<file path="config.mk">
export PLATFORM = sky130hd
export DESIGN_NAME = io_port_ctrl
export DESIGN_NICKNAME = d
export VERILOG_FILES = /design/src/rtl/io_port_ctrl.sv
export SDC_FILE = /design/constraint.sdc
export NUM_CORES = 1
export LEC_CHECK = 0
export CORE_ASPECT_RATIO = 1.1
export CORE_MARGIN = 5
export CORE_UTILIZATION = 44
export CTS_CLUSTER_SIZE = 8
export DETAILED_ROUTE_END_ITERATION = 16
export HOLD_SLACK_MARGIN = 0.1
export PLACE_DENSITY = 0.79
export SETUP_SLACK_MARGIN = 0.4
export SLEW_MARGIN = 20
export SYNTH_ARGS = -nofsm -noshare
export SYNTH_HDL_FRONTEND = slang
export SYNTH_SLANG_ARGS = --single-unit
</file>
<file path="constraint.sdc">
create_clock -name i_clk -period 2.4 [get_ports i_clk]
set_clock_uncertainty 0.15 [all_clocks]
set_input_delay 0.72 -clock i_clk [delete_from_list [all_inputs] [get_ports i_clk]]
set_output_delay 0.72 -clock i_clk [all_outputs]
set_load 0.01 [all_outputs]
</file>
<file path="src/rtl/io_port_ctrl.sv">
// ---------------------------------------------------------------------------
// io_port_ctrl
//   Request sequencer for one GPIO port. Converts single CPU I/O requests
//   (valid/ready in, one-cycle response pulse out) into the I/O subsystem
//   strobes: direction write, data write and timed port read. A shadow copy
//   of the direction bit keeps the port-read enable low while the pin drives.
//
// Ports
//   i_clk             clock, rising edge
//   i_rst             asynchronous reset, active high
//   i_req_valid       request present
//   o_req_ready       controller idle, request can be accepted
//   i_req_wr          1 = write, 0 = read
//   i_req_addr        0 = port data, 1 = direction register
//   i_req_wdata       write data (direction writes use bit 0)
//   o_rsp_valid       one-cycle completion pulse
//   o_rsp_rdata       read result, valid with o_rsp_valid, held until next load
//   o_data_0          direction bit to the subsystem (1 = output)
//   o_pdr_en          direction-register write strobe
//   o_data            data-register write value
//   o_port_en         data-register write strobe
//   o_port_rd         port read enable
//   i_port_read_data  pin data returned by the subsystem
//
// States
//   S_IDLE    | waiting for a request, o_req_ready = 1
//   S_WR_DIR  | direction write strobe cycle
//   S_WR_DATA | data write strobe cycle
//   S_RD_PORT | port read enable held while settle counter runs down
//   S_RESP    | response pulse cycle
// ---------------------------------------------------------------------------
module io_port_ctrl #(
  parameter int DATA_WIDTH    = 8,
  parameter int SETTLE_CYCLES = 2
) (
  input  logic                  i_clk,
  input  logic                  i_rst,
  input  logic                  i_req_valid,
  output logic                  o_req_ready,
  input  logic                  i_req_wr,
  input  logic                  i_req_addr,
  input  logic [DATA_WIDTH-1:0] i_req_wdata,
  output logic                  o_rsp_valid,
  output logic [DATA_WIDTH-1:0] o_rsp_rdata,
  output logic                  o_data_0,
  output logic                  o_pdr_en,
  output logic [DATA_WIDTH-1:0] o_data,
  output logic                  o_port_en,
  output logic                  o_port_rd,
  input  logic [DATA_WIDTH-1:0] i_port_read_data
);

  localparam int CNT_W = $clog2(SETTLE_CYCLES + 1);

  typedef enum logic [2:0] {
    S_IDLE    = 3'd0,
    S_WR_DIR  = 3'd1,
    S_WR_DATA = 3'd2,
    S_RD_PORT = 3'd3,
    S_RESP    = 3'd4
  } state_t;

  state_t r_state;
  state_t w_next_state;

  logic                  r_rsp_valid;
  logic [DATA_WIDTH-1:0] r_rsp_rdata;
  logic                  r_pdr_en;
  logic                  r_port_en;
  logic                  r_port_rd;
  // Direction shadow; it is also the value presented on o_data_0, since the
  // direction output only ever changes together with the shadow.
  logic                  r_shadow_dir;
  // Data shadow; doubles as the o_data register value.
  logic [DATA_WIDTH-1:0] r_shadow_data;
  logic [CNT_W-1:0]      r_cnt;

  logic                  w_accept;
  logic                  w_cnt_zero;
  logic                  w_load_dir;
  logic                  w_load_data;
  logic                  w_rsp_valid_nxt;
  logic                  w_pdr_en_nxt;
  logic                  w_port_en_nxt;
  logic                  w_port_rd_nxt;
  logic [DATA_WIDTH-1:0] w_rsp_rdata_nxt;
  logic [CNT_W-1:0]      w_cnt_nxt;

  assign w_accept   = i_req_valid && (r_state == S_IDLE);
  assign w_cnt_zero = (r_cnt == '0);

  // State register
  always_ff @(posedge i_clk or posedge i_rst) begin
    if (i_rst) begin
      r_state <= S_IDLE;
    end else begin
      r_state <= w_next_state;
    end
  end

  // Next-state logic
  always_comb begin
    w_next_state = r_state;
    case (r_state)
      S_IDLE: begin
        if (w_accept) begin
          if (i_req_wr) begin
            w_next_state = i_req_addr ? S_WR_DIR : S_WR_DATA;
          end else if (i_req_addr || r_shadow_dir) begin
            // Local reads: direction register, or data shadow while driving
            w_next_state = S_RESP;
          end else begin
            w_next_state = S_RD_PORT;
          end
        end
      end
      S_WR_DIR:  w_next_state = S_RESP;
      S_WR_DATA: w_next_state = S_RESP;
      S_RD_PORT: if (w_cnt_zero) w_next_state = S_RESP;
      S_RESP:    w_next_state = S_IDLE;
      default:   w_next_state = S_IDLE;
    endcase
  end

  // Output logic: next values of the registered outputs, decoded from the
  // state being entered so every output is a flop.
  always_comb begin
    w_rsp_valid_nxt = (w_next_state == S_RESP);
    w_pdr_en_nxt    = (w_next_state == S_WR_DIR);
    w_port_en_nxt   = (w_next_state == S_WR_DATA);
    w_port_rd_nxt   = (w_next_state == S_RD_PORT);

    w_load_dir  = w_accept && i_req_wr && i_req_addr;
    w_load_data = w_accept && i_req_wr && !i_req_addr;

    w_rsp_rdata_nxt = r_rsp_rdata;
    if (w_accept && !i_req_wr) begin
      if (i_req_addr) begin
        w_rsp_rdata_nxt = {{(DATA_WIDTH-1){1'b0}}, r_shadow_dir};
      end else if (r_shadow_dir) begin
        w_rsp_rdata_nxt = r_shadow_data;
      end
    end else if ((r_state == S_RD_PORT) && w_cnt_zero) begin
      w_rsp_rdata_nxt = i_port_read_data;
    end

    w_cnt_nxt = r_cnt;
    if (w_accept && !i_req_wr && !i_req_addr && !r_shadow_dir) begin
      w_cnt_nxt = CNT_W'(SETTLE_CYCLES - 1);
    end else if ((r_state == S_RD_PORT) && !w_cnt_zero) begin
      w_cnt_nxt = r_cnt - CNT_W'(1);
    end
  end

  // Output and shadow registers
  always_ff @(posedge i_clk or posedge i_rst) begin
    if (i_rst) begin
      r_rsp_valid   <= 1'b0;
      r_rsp_rdata   <= '0;
      r_pdr_en      <= 1'b0;
      r_port_en     <= 1'b0;
      r_port_rd     <= 1'b0;
      r_shadow_dir  <= 1'b0;
      r_shadow_data <= '0;
      r_cnt         <= '0;
    end else begin
      r_rsp_valid <= w_rsp_valid_nxt;
      r_rsp_rdata <= w_rsp_rdata_nxt;
      r_pdr_en    <= w_pdr_en_nxt;
      r_port_en   <= w_port_en_nxt;
      r_port_rd   <= w_port_rd_nxt;
      r_cnt       <= w_cnt_nxt;
      if (w_load_dir) begin
        r_shadow_dir <= i_req_wdata[0];
      end
      if (w_load_data) begin
        r_shadow_data <= i_req_wdata;
      end
    end
  end

  assign o_req_ready = (r_state == S_IDLE);
  assign o_rsp_valid = r_rsp_valid;
  assign o_rsp_rdata = r_rsp_rdata;
  assign o_data_0    = r_shadow_dir;
  assign o_pdr_en    = r_pdr_en;
  assign o_data      = r_shadow_data;
  assign o_port_en   = r_port_en;
  assign o_port_rd   = r_port_rd;

endmodule

</file>
=== After elaboration in Yosys (flattened, before gate mapping) ===
Cells that the tools add are included.

* Muxes and demuxes: 12
* $add $sub $neg: 1
* Reductions and logical operators: 20
* Equal/unequal tests: 8

{| class="wikitable"
|+ Operators by type and width
! cell !! number
|-
| 2-to-1 mux 8 bit || 4
|-
| equality test 3 x 2 -> 1 bit (second input constant) || 4
|-
| 2-to-1 mux 3 bit || 4
|-
| logical AND 1 bit || 9
|-
| one-hot mux 3 bit (3 select lines) || 1
|-
| equality test 3 x 1 -> 1 bit (second input constant) || 2
|-
| 2-to-1 mux 2 bit || 3
|-
| zero test 1 bit || 4
|-
| nonzero test 2 bit || 2
|-
| equality test 3 bit (second input constant) || 1
|-
| zero test 3 bit || 1
|-
| != test 3 bit (second input constant) || 1
|-
| zero test 2 bit || 1
|-
| AND reduction 2 bit || 1
|-
| OR reduction 2 bit || 1
|-
| subtractor 2 x 1 -> 2 bit (second input constant) || 1
|-
| logical OR 1 bit || 1
|}

* Word-level logic and storage cells: 50
* Bits of input ports: 21
* Bits in registers: 26

=== Longest topological paths before layout ===
Gate-level depths: netlist of the first run.

* Depth in word-level cells: 6
* Gate-level depth with buffers: 6

=== Worst setup path after synthesis of the first run ===
No wires, ideal clock.

* Path kind: input to register
* From: in i_req_valid
* To: reg r_shadow_dir, in the netlist o_data_0
* Stages: 4
* Path buffers: 1
* Setup slack: 0.417 ns
* Required time: 2.125 ns
* Library setup time: 0.125 ns
* Data arrival time: 1.709 ns
* Cells stage by stage: nor4b_1 buf_2 and3_1 mux2_2

* Word-level cells in the longest chain between the ends: 3

{| class="wikitable"
|+ Ends and longest elaborated chain
! what !! RTL line !! source
|-
| from (decl) || 38 || <nowiki>input logic i_req_valid,</nowiki>
|-
| logical AND 1 bit || 89 || <nowiki>assign w_accept = i_req_valid && (r_state == S_IDLE);</nowiki>
|-
| logical AND 1 bit (2 in series) || 133 || <nowiki>w_load_dir = w_accept && i_req_wr && i_req_addr;</nowiki>
|-
| to (signal assigned) || 174 || <nowiki>r_shadow_dir <= i_req_wdata[0];</nowiki>
|-
| to (decl) || 73 || <nowiki>logic r_shadow_dir;</nowiki>
|}

No other way between the ends.
A chain may end at the register's enable or synchronous reset.

=== Worst setup path after layout of the first run ===
* From: reg r_state[1]
* To: out o_req_ready

* Word-level cells in the longest chain between the ends: 1

{| class="wikitable"
|+ Ends and longest elaborated chain
! what !! RTL line !! source
|-
| from (decl) || 63 || <nowiki>state_t r_state;</nowiki>
|-
| from (signal assigned) || 97 || <nowiki>r_state <= w_next_state;</nowiki>
|-
| zero test 3 bit || 182 || <nowiki>assign o_req_ready = (r_state == S_IDLE);</nowiki>
|-
| to (decl) || 39 || <nowiki>output logic o_req_ready,</nowiki>
|}

No other way between the ends.

==> run metrics, run 1 <==
power consumption=~2000 uW; reg2reg end=o_rsp_rdata[1]; first drt pass iteration count=4; first-pass GRT wire length=between 4000 and 5000 um; number of global-route vias before repair=1070; Routed Antenna Nets=0; largest net degree at the start of global routing=27; clock root cell=clkbuf_4; most frequent cells in the layout=26 x dfrtp_1, 23 x dlygate4sd2_1, 19 x buf_4; I/O Buffers=42; clock latency at the later pin of the worst-skew pair=0.31 ns; crit-path max FO=2; CP Data Arrival Time=1.19 ns; CP max-delay cell=dfrtp_1; CTS Buf Count=3; Seq cells post-synth=26; worst rel slew slack=about 77%; Die Y=64.7 um; fin crit share=85.6%; Hold Path End=r_cnt[0]; RSZ-0062 raised after global routing=yes; reg2reg path depth=6; critical path class=register to primary output; Overflow after GRT=0; FP Rows=19; n_diodes=0; 1st-iter DRT viols=44; Syn Nets=119; routed len/inst=16.0 um; Max IR drop VDD=0.754 mV; antenna violations before repair=0; Hold Crit Start=r_cnt[0]; Area Growth Syn to Fin=52.7%; Via-to-Cell Ratio=5.51; Yosys Warn Count=0; synthesized cell area=roughly 1200 um^2; met1 GRT Util=20.2%; reg2reg start=r_state[0]; post-route cell area=~1800 um^2; LEAKAGE=0.000853 uW; Cell Area, Placed=between 1500 and 2000 um^2; sequential fraction of the synthesis area=54.4%; Vias=roughly 1.0k; die area=3860 um^2; CTS H-tree depth=1; share of layout cells above drive strength 1=30.8%; crit start category=register; Final Hold Viols=0; worst hold path type=register to register; Die W=around 60 um; WP buf/inv=1; total track usage=16.1%; Crit path max-delay family=flip-flops; Inst Count DP=approximately 180; status=completed; Setup-failing EPs final=0; post-DP HPWL=2200 um; Routed WL=3050 um; Min-Delay Path Depth=2; Core Box Area=2540 um^2; drt drc=0; Longest Clk Path Bufs=2; post-synthesis average cell area=12.3 um^2; fin cells=190; Max Cap Violations=0; met2 track demand over resource=27.4%; achievable clock frequency=487 MHz; hold_buf cts=0; Worst-Margin Slew=0.339 ns; max-slew violations=0; commonest non-fill, non-tap cell in the layout=dfrtp_1; # IOs=43; Power Density=around 1100 nW/um^2; met3 Usage GRT=3.97%; CTS tree=built; CP Cell Sequence=or2_4 -> nor2_1 -> buf_2; CTS sink cnt=26; post-synthesis cell count=97; Final Util=71.8%; NumNets Final=between 150 and 200; Place WS=-0.137 ns; Setup WS post-layout=0.345 ns; busiest layer in global routing=met2; crit path capture type=primary output; CP required=approximately 1.5 ns; RD Place Congestion=roughly 0.80; Worst-path clk slew=0.13 ns; Max stage delay on crit path=around 0.40 ns; initial core utilization=47.0%; Netlist cell types=32; R2R setup slack=0.36 ns; Min Clock Period, post-route=2.06 ns
[flip-flops by register name (all words and copies together), names as in the netlist]
signal	cells
o_data	8
o_port_en	1
r_state	3
o_port_rd	1
o_pdr_en	1
o_rsp_rdata	8
o_rsp_valid	1
r_cnt	2
o_data_0	1
[worst min-delay path, cell delays in order (launching register included)]
cell and delay (ns):
dfrtp_1 0.38, xnor2_1 0.07, nand2_1 0.06
[worst max-delay path by stage]
stage	slack (ns)	startpoint	cells after the start	end
after global routing	0.28	r_state[1]	3	o_req_ready
after global placement	-0.09	i_req_valid	5	o_rsp_rdata[3]
final	0.34	r_state[1]	3	o_req_ready
after detailed placement	-0.14	i_req_valid	5	o_rsp_rdata[4]
after floorplan	0.42	i_req_valid	4	o_data_0
after CTS	0.30	r_state[1]	3	o_req_ready
[report_power, final]
part / internal [uW] / switching (uW) / total, uW
logic: 607 / 452 / 1060
clock network: 58.6 / 120 / 179
registers: 632 / 129 / 761
total: 1300 / 701 / 2000
[cells in the mapped netlist, drive strengths merged]
cell / instances / area, um^2
a2111oi: 1 / 27.5
a21oi: 2 / 10.0
a2bb2oi: 7 / 61.3
a311oi: 1 / 15.0
a31o: 1 / 8.76
and3: 1 / 6.26
and4bb: 1 / 12.5
buf: 3 / 21.3
clkbuf: 1 / 3.75
dfrtp: 26 / 651
ha: 1 / 12.5
inv: 5 / 18.8
mux2: 10 / 113
nand2: 4 / 15.0
nand3: 7 / 35.0
nand3b: 2 / 15.0
nand4b: 1 / 8.76
nor2: 4 / 15.0
nor2b: 1 / 6.26
nor4b: 1 / 8.76
o211a: 1 / 10.0
o21ai: 2 / 21.3
o21bai: 1 / 7.51
o22ai: 7 / 43.8
o31ai: 1 / 7.51
or2: 2 / 12.5
or3: 1 / 6.26
or4b: 1 / 13.8
xnor2: 1 / 8.76
[cells by family (layout without fill, tap and decap cells)]
kind of cell               count (synthesis)  in the layout  synth area share [%]
xor gates and xnor gates                   1              1                 0.732
AOI/OAI and AO/OA                         24             24                  17.8
DFF                                       26             26                  54.4
buffers and inverters                      9             71                  3.66
adders and majority gates                  1              1                  1.05
muxes                                     10             10                  9.41
and+or+nand+nor                           26             26                  13.0
[through the flow]
step / hold WS, ns / TNS, ns
5_1_grt: 0.408 / 0
6_report: 0.388 / 0
4_1_cts: 0.394 / 0
2_1_floorplan: 0.338 / 0
3_3_place_gp: 0.356 / -1.34
3_5_place_dp: 0.366 / -1.92
[cell type report]
cell class	count	area (um^2)
Tap cell	31	38.8
Fill cell	191	717
Multi-Input combinational cell	62	544
Sequential cell	26	651
Inverter	5	18.8
Clock buffer	3	22.5
Timing Repair Buffer	63	552
[routing by layer]
layer	vias up	part of all wire (%)
li1	486	-
met1	515	43
met2	44	49
met3	2	7.2
met4	0	0.82
met5	-	0
[what timing repair did]
action                     4_1_cts  5_1_grt
buffers inserted                 7        2
gates cloned                     0        0
setup endpoints to repair       43        6
pin swaps                        3        4
gates resized for setup         30        7
Power figures use the tool's default switching activity.
==> run 2, diff against run 1 <==
- ABC_AREA: unset -> 1
- CAP_MARGIN: unset -> 0
- PLACE_DENSITY: 0.79 -> 0.78
==> run 2 against run 1 <==
- final cell count grew 29%
- via count grew 14%
- hold slack lost 0.014 ns
- sequential cell count is the same
- register-to-register slack gained 0.31 ns
- first-iteration DRC count shrank 9.1%
- largest power group unchanged
- setup slack gained 0.081 ns
- sequential power shrank 5.8%
- global-route usage grew 1.5 points
- die area grew 3.8%
- combinational power shrank 18%
==> run metrics, run 2 <==
worst hold path type=register to register; crit-path max FO=2; commonest non-fill, non-tap cell in the layout=nand2_1; I/O Buffers=between 40 and 50; Area Growth Syn to Fin=45.0%; Core Box Area=2750 um^2; synthesized cell area=roughly 1200 um^2; Seq cells post-synth=26; EDFF count, synth=0; most frequent cells in the layout=59 x nand2_1, 26 x dfrtp_1, 21 x dlygate4sd2_1; Worst-path clk slew=0.14 ns; Inst Count DP=232; CP Data Arrival Time=1.10 ns; Power Density=999 nW/um^2; asr flop ratio synth=100%; Hold Crit Start=o_rsp_rdata[3]; Synth area leader=dfrtp_1; Top FF cell, synth=dfrtp_1; Syn Nets=178; Synth area leaders=dfrtp_1 52%, nand2_1 18%, inv_1 6.0%, nand3_1 4.8%, o21ai_0 4.4%; RD Place Congestion=0.893; antenna violations before repair=0; Yosys Warn Count=0; most frequent cell after synthesis=nand2_1; LEAKAGE=0.000982 uW; # IOs=between 40 and 50; max-slew violations=0; initial core utilization=45.4%; CP max-delay cell=dfrtp_1; Netlist cell types=19; worst rel slew slack=about 80%; 1st-iter DRT viols=40; Place WS=0.0930 ns; first drt pass iteration count=4; Overflow after GRT=0; fin crit share=82.3%; post-synthesis cell count=156; critical path class=register to primary output; Setup-failing EPs final=0; clock root cell=clkbuf_4; Routed WL=3080 um; n_diodes=0; post-synthesis average cell area=approximately 8 um^2; Longest Clk Path Bufs=2; CTS Buf Count=3; clock latency at the later pin of the worst-skew pair=0.33 ns; Die Y=65.9 um; Worst-Margin Slew=0.324 ns; Vias=~1.2k; Routed Antenna Nets=0; Worst Hold Margin=0.374 ns; CTS tree=built; achievable clock frequency=507 MHz; top cell type's share of synthesized area=between 50% and 60%; CP Cell Sequence=nor2_4 -> nand2_2 -> inv_1 -> buf_2; crit path capture type=primary output; Max Cap Violations=0; number of global-route vias before repair=1208; Die W=60.8 um; Max IR drop VDD=around 0.67 mV; total track usage=17.6%; first-pass GRT wire length=5360 um; die area=roughly 4000 um^2; Min Clock Period, post-route=around 2 ns; CP required=1.53 ns; setup tns final=0 ns; Final Hold Viols=0; status=completed; NumNets Final=235; R2R setup slack=0.67 ns; fin cells=245; reg2reg start=r_state[1]; post-DP HPWL=2270 um; largest net degree at the start of global routing=27; crit path from=r_state[1]; Via-to-Cell Ratio=4.87; Setup WS post-layout=0.426 ns; routed len/inst=12.6 um; RSZ-0062 raised after global routing=yes; CTS sink cnt=26; FP Rows=20; commonest cells in the netlist=60 x nand2_1, 26 x dfrtp_1, 20 x inv_1; sequential fraction of the synthesis area=between 50% and 60%; drt drc=0; power consumption=~1800 uW; crit start category=register; CTS H-tree depth=1; Max stage delay on crit path=around 0.43 ns; share of layout cells above drive strength 1=13.2%
run 2: worst max-delay path, delay by kind of cell (launching register included):
family                 cells  cell delay (ns)
flip-flops                 1             0.43
AND/OR/NAND/NOR            2             0.19
buffers and inverters      2             0.16
run 2: final cells by class:
| cell class | instances | area [um^2] |
|---|---|---|
| Clock buffer | 4 | 36.3 |
| Fill cell | 245 | 940 |
| Inverter | 21 | 78.8 |
| Multi-Input combinational cell | 107 | 514 |
| Sequential cell | 26 | 651 |
| Tap cell | 33 | 41.3 |
| Timing Repair Buffer | 54 | 492 |
run 2: cells by family (layout without fill, tap and decap cells):
logic type / Yosys count / after routing / synth area share (%)
compound gates: 13 / 13 / 5.71
buf+inv: 23 / 79 / 7.61
flops: 26 / 26 / 52.1
fa+ha+maj: 1 / 1 / 1.00
simple gates: 93 / 93 / 33.6
run 2: layer usage:
metal / global-route usage (%) / up-vias / routed length [um]
met2: 28.5 / 44 / 1570
li1: - / 596 / -
met4: 8.40 / 0 / 57
met1: 21.9 / 547 / 1270
met5: 0 / - / 0
met3: 3.52 / 7 / 174
run 2: power breakdown:
part,switching (uW),internal [uW]
sequential,99.5,618
combinational,472,396
clock,133,93.0
run 2: metrics by stage:
step,utilization [%],cell area [um^2]
2_1_floorplan,-,1250
3_3_place_gp,62.9,1730
3_5_place_dp,62.9,1730
4_1_cts,64.3,1770
5_1_grt,65.9,1810
6_report,65.9,1810
run 2: timing repair:
item | 4_1_cts | 5_1_grt
resized for setup | 22 | 6
pin swaps | 2 | 2
hold buffers | 0 | 0
setup endpoints to repair | 23 | 8
buffers inserted | 4 | 5
run 2: worst paths after layout:
check,to,depth (start not counted)
max in group asynchronous,o_rsp_rdata[5],3
worst max-delay path,o_req_ready,4
worst min-delay path,o_rsp_rdata[3],2
min in group asynchronous,r_cnt[0],3
worst min register to register,o_rsp_rdata[3],2
worst max register to register,o_rsp_rdata[1],8
